**src/rtl/bounce_generator_pkg.sv**
```systemverilog
`default_nettype none
// ============================================================================
//  Module      : bounce_generator_pkg
//  Description : Shared state encoding, LFSR constants and helper functions
//                for the contact-bounce emulator and related stimulus blocks.
//  Revision    : 1.0 - initial release
// ============================================================================
package bounce_generator_pkg;

    typedef enum logic [1:0] {
        ST_IDLE   = 2'd0,
        ST_BOUNCE = 2'd1,
        ST_SETTLE = 2'd2
    } state_t;

    // Taps at bits 7,5,4,3 of the 8-bit Fibonacci LFSR
    localparam logic [7:0] c_lfsr_taps    = 8'hB8;
    localparam logic [7:0] c_default_seed = 8'hA5;

    // One Fibonacci step: shift left, feedback enters at bit 0
    function automatic logic [7:0] lfsr_next(input logic [7:0] l);
        return {l[6:0], ^(l & c_lfsr_taps)};
    endfunction

    // Bounce interval from the low gw bits of the LFSR, always 1..2^gw
    function automatic logic [8:0] gap_from_lfsr(input logic [7:0] l, input int gw);
        return {1'b0, l & (8'hFF >> (8 - gw))} + 9'd1;
    endfunction

endpackage
`default_nettype wire

```
**src/rtl/bounce_generator_lfsr8.sv**
```systemverilog
`default_nettype none
// ============================================================================
//  Module      : lfsr8
//  Description : 8-bit Fibonacci LFSR, seed loaded on reset, steps only when
//                adv is high. An all-zero seed is replaced by 8'h01 so the
//                register can never lock up.
//  Revision    : 1.0 - initial release
// ============================================================================
module lfsr8
    import bounce_generator_pkg::*;
#(
    parameter logic [7:0] SEED = c_default_seed
) (
    input  logic       clk,
    input  logic       rst,
    input  logic       adv,
    output logic [7:0] lfsr
);

    localparam logic [7:0] c_seed = (SEED == 8'h00) ? 8'h01 : SEED;

    logic [7:0] r_lfsr;

    // LFSR register: seed on reset, one step per advance request
    always_ff @(posedge clk or negedge rst) begin
        if (!rst) begin
            r_lfsr <= c_seed;
        end else if (adv) begin
            r_lfsr <= lfsr_next(r_lfsr);
        end
    end

    assign lfsr = r_lfsr;

endmodule
`default_nettype wire

```
**src/rtl/bounce_generator.sv**
```systemverilog
`default_nettype none
// ============================================================================
//  Module      : bounce_generator
//  Description : Contact-bounce emulator. A change on cmd produces a clean
//                first edge, then BOUNCES glitch pairs spaced by LFSR-derived
//                gaps, then SETTLE stable cycles ending in a one-cycle done.
//  Revision    : 1.0 - initial release
// ============================================================================
module bounce_generator
    import bounce_generator_pkg::*;
#(
    parameter logic [7:0] SEED    = c_default_seed,
    parameter int         GW      = 3,
    parameter int         BOUNCES = 2,
    parameter int         SETTLE  = 64
) (
    input  logic clk,
    input  logic rst,
    input  logic cmd,
    output logic out,
    output logic busy,
    output logic done
);

    localparam int            c_sw          = $clog2(SETTLE + 1);
    localparam logic [GW:0]   c_gap_one     = (GW+1)'(1);
    localparam logic [4:0]    c_rem_init    = 5'(2 * BOUNCES);
    localparam logic [c_sw-1:0] c_settle_init = c_sw'(SETTLE);
    localparam logic [c_sw-1:0] c_settle_one  = c_sw'(1);

    state_t          r_state;
    logic            r_out;
    logic            r_busy;
    logic            r_done;
    logic            r_level;
    logic            r_target;
    logic [GW:0]     r_gap;
    logic [4:0]      r_rem;
    logic [c_sw-1:0] r_settle;

    logic [7:0]      w_lfsr;
    logic            w_start;
    logic            w_adv;

    assign w_start = (r_state == ST_IDLE) && (cmd != r_level);

    // LFSR steps exactly when a gap is loaded: at a bouncing start, and on
    // every toggle that is not the last one
    assign w_adv = (w_start && (BOUNCES != 0)) ||
                   ((r_state == ST_BOUNCE) && (r_gap == c_gap_one) && (r_rem != 5'd1));

    lfsr8 #(
        .SEED (SEED)
    ) u_lfsr (
        .clk  (clk),
        .rst  (rst),
        .adv  (w_adv),
        .lfsr (w_lfsr)
    );

    // Transition FSM with gap, remaining-toggle and settle counters
    always_ff @(posedge clk or negedge rst) begin
        if (!rst) begin
            r_state  <= ST_IDLE;
            r_out    <= 1'b0;
            r_busy   <= 1'b0;
            r_done   <= 1'b0;
            r_level  <= 1'b0;
            r_target <= 1'b0;
            r_gap    <= '0;
            r_rem    <= '0;
            r_settle <= '0;
        end else begin
            r_done <= 1'b0;
            case (r_state)
                ST_IDLE: begin
                    if (w_start) begin
                        r_target <= cmd;
                        r_out    <= cmd;
                        r_busy   <= 1'b1;
                        r_rem    <= c_rem_init;
                        if (BOUNCES == 0) begin
                            r_settle <= c_settle_init;
                            r_state  <= ST_SETTLE;
                        end else begin
                            r_gap   <= (GW+1)'(gap_from_lfsr(w_lfsr, GW));
                            r_state <= ST_BOUNCE;
                        end
                    end
                end
                ST_BOUNCE: begin
                    if (r_gap == c_gap_one) begin
                        // Odd toggle count guarantees out lands on target
                        r_out <= ~r_out;
                        r_rem <= r_rem - 5'd1;
                        if (r_rem != 5'd1) begin
                            r_gap <= (GW+1)'(gap_from_lfsr(w_lfsr, GW));
                        end else begin
                            r_gap    <= '0;
                            r_settle <= c_settle_init;
                            r_state  <= ST_SETTLE;
                        end
                    end else begin
                        r_gap <= r_gap - c_gap_one;
                    end
                end
                ST_SETTLE: begin
                    r_settle <= r_settle - c_settle_one;
                    if (r_settle == c_settle_one) begin
                        r_done  <= 1'b1;
                        r_busy  <= 1'b0;
                        r_level <= r_target;
                        r_state <= ST_IDLE;
                    end
                end
                default: begin
                    r_state <= ST_IDLE;
                end
            endcase
        end
    end

    assign out  = r_out;
    assign busy = r_busy;
    assign done = r_done;

endmodule
`default_nettype wire

```
**config.mk**
```make
export PLATFORM = sky130hd
export DESIGN_NAME = bounce_generator
export DESIGN_NICKNAME = d
export VERILOG_FILES = /design/src/rtl/bounce_generator_pkg.sv /design/src/rtl/bounce_generator_lfsr8.sv /design/src/rtl/bounce_generator.sv
export SDC_FILE = /design/constraint.sdc
export NUM_CORES = 1
export LEC_CHECK = 0
export CAP_MARGIN = 20
export CORE_MARGIN = 8
export CORE_UTILIZATION = 53
export CTS_BUF_LIST = sky130_fd_sc_hd__clkbuf_2
export DETAILED_ROUTE_END_ITERATION = 16
export PLACE_DENSITY_LB_ADDON = 0.2
export SYNTH_ARGS = -nofsm -noshare
export SYNTH_HDL_FRONTEND = slang
export SYNTH_SLANG_ARGS = --single-unit
```
**constraint.sdc**
```tcl
create_clock -name clk -period 6 [get_ports clk]
set_input_delay 0.9 -clock clk [delete_from_list [all_inputs] [get_ports clk]]
set_output_delay 0.9 -clock clk [all_outputs]
set_load 0.005 [all_outputs]
```
==> metrics.cfg <==
[grt]
grt_pass1_vias=1156
grt_use_total_pct=12.6
antenna_found_initial=0
grt_max_degree=32
grt_overflow=0
grt_pass1_wl_um=5020

[synth]
synth_top_area_share_pct=42.3
async_reset_ff_share_pct=100
synth_area_leaders=dfrtp_1, dfstp_2, ha_1
syn_avg_cell_area_um2=10.5
ys_seq_area_share_pct=48.8
synth_commonest_cells=dfrtp_1, nor2_1, inv_1, nand3_1, xnor2_1
synth_seq_cells=31
yosysMostFrequentCell=dfrtp_1
syn-num-nets=163
ys_types=35
synth-edff-count=0
yosys.area.top_type=dfrtp_1
synth_area_um2=1600
synth_cells=153
yosysWarnings=0
ys.flop_type=dfrtp_1

[critical_path]
cpPeakStageDelay_ps=740
path_cells=inv_1 > ha_1 > nor3b_2 > nand2_1 > nor2_1 > o22ai_1
worstSetupPathDepth=6
critical_path.max_fanout=14
timing.critical_path.buf_inv=1
critPathRequiredTime_ps=6240
start_kind=flip-flop
rr_worst_depth=6
end_kind=flip-flop
worstPathArrival_ps=2490
cp_top_family=simple AND/OR/NAND/NOR gates
critPathSlowestCell=nor3b_2
worstSetupPathType=reg2reg

[detailed_routing]
drcViolationCount=0
wl_per_cell_um=14.4
wirelength_um=2820
avgViaCountPerCell=5.79
ant_nets=0
vias=1135
drtIter0Drc=45
wl_met3_um=115
drt-met1-wl_um=1350
wl_met2_um=1300
routed.top_layer=met4
dr.pass1.iters=4

[sta]
finalCritPeriodShare_pct=37.5
worst_slew_pin_slew_ps=1020
min_period_ps=2250
hold_viol_final=0
setup_tns_ps=0
max_freq_mhz=444
drv_slew=0
skew_ps=15.7
relSlewSlack_pct=31.7
setup_viol=0
rsz0062_at_grt=no

[clocking]
post_cts_buffers=0
cts_buffer_depth=2
clock_sinks=31
cts-resized-gates=0
htreeDepth=2
clk_latency_ps=360
cts_tree=done
cts.root.buffer_cell=clkbuf_2
hold_buffers=0
numCtsBuffers=5
clkSlewWorstSetupHoldPaths_ps=140

[floorplan]
die_h_um=70.9
ios=6
floorplan.initialDensity_pct=54.2
rows=20
dieArea_um2=5030
die_x_um=70.9
core_area_um2=2950

[placed_design]
place_area_um2=1680
globalplace.congestion=0.797
port_buffers=5
hpwlAfterDp_um=2100

[cells_and_area]
nNetsFinal=172
drive_gt1_share_pct=13.5
area_delta_synth_final_pct=7.51
fin_area_um2=1720
n_antenna_cell=0

[power_and_ir_drop]
leakage_nw=0.770
irDropWorstVdd_uv=164
powerDensity_nw_per_um2=360

[worst_hold_path]
hold_depth=1
worstHoldPathType=reg2reg

[status]
run_status=completed

[run]
cap_violations=0

==> where the power goes <==
group | switching, W | total [W] | internal (W)
combinational | 0.000112 | 0.000224 | 0.000112
clock | 0.0000651 | 0.0000931 | 0.0000280
sequential | 0.0000457 | 0.000302 | 0.000256
total | 0.000223 | 0.000619 | 0.000396
==> registers in the layout (all words and copies together), names as in the netlist, 2 cells and up <==
name,cells
r_gap,4
r_settle,7
u_lfsr.lfsr,8
r_state,2
r_rem,5
==> cell usage in the layout (no fill, tap or decap), types with 5 or more instances in the layout <==
cell / synthesis / layout
dfrtp_1: 27 / 27
nor2_1: 15 / 15
inv_1: 9 / 9
nand3_1: 9 / 9
xnor2_1: 9 / 9
a21oi_1: 8 / 8
nand2_1: 8 / 8
o21ai_0: 7 / 7
mux2_2: 7 / 7
ha_1: 7 / 7
clkbuf_2: 0 / 6
nor3_1: 5 / 5
xor2_1: 5 / 5
clkdlybuf4s50_1: 0 / 5
==> logic make-up after synthesis <==
| kind of cell | synth area share, % |
|---|---|
| XOR/XNOR | 7.67 |
| AO/OA/AOI/OAI | 12.1 |
| adder cells (fa/ha/maj) | 5.48 |
| AND/OR/NAND/NOR | 16.5 |
| buffers and inverters | 3.13 |
| multiplexers | 6.26 |
| flip-flops | 48.8 |
==> layer usage <==
metal / vias up / global-route usage, %
met5: - / 0
met4: 0 / 6.00
met3: 6 / 5.08
met2: 15 / 19.6
met1: 558 / 14.9
li1: 556 / -
==> layout make-up <==
class / instances / area (um2)
Fill cell: 271 / 1230
Sequential cell: 31 / 781
Multi-Input combinational cell: 109 / 768
Timing Repair Buffer: 6 / 57.6
Tap cell: 33 / 41.3
Inverter: 9 / 33.8
Clock buffer: 6 / 30.0
Clock inverter: 2 / 7.51
==> worst paths after layout <==
| check | from | end | slack (ps) |
|---|---|---|---|
| setup reg to reg | r_gap[1] | r_settle[1] | 3750 |
| min in group asynchronous | rst | r_rem[2] | 900 |
| hold reg to reg | busy | busy | 490 |
| setup / recovery | r_gap[1] | r_settle[1] | 3750 |
| hold / removal | busy | busy | 490 |
| max in group asynchronous | rst | u_lfsr.lfsr[2] | 4760 |
==> worst register-to-register path, cell delays in order (launching register included) <==
cell	delay (ps)
dfrtp_1	420
inv_1	80
ha_1	170
nor3b_2	740
nand2_1	220
nor2_1	370
o22ai_1	140
==> metrics by stage <==
| step | worst slack [ps] | util (%) | cells | hold slack, ps | total power (W) |
|---|---|---|---|---|---|
| 4_1_cts | 3730 | 58.2 | 196 | 501 | 0.000626 |
| 3_5_place_dp | 3430 | 56.9 | 188 | 469 | 0.000532 |
| 5_1_grt | 3510 | 58.2 | 196 | 521 | 0.000670 |
| 3_3_place_gp | 3540 | 56.9 | 188 | 465 | 0.000523 |
| 2_1_floorplan | 4090 | - | 153 | 454 | 0.000471 |
| 6_report | 3750 | 58.2 | 196 | 494 | 0.000619 |
(Power assumes the default switching activity.)
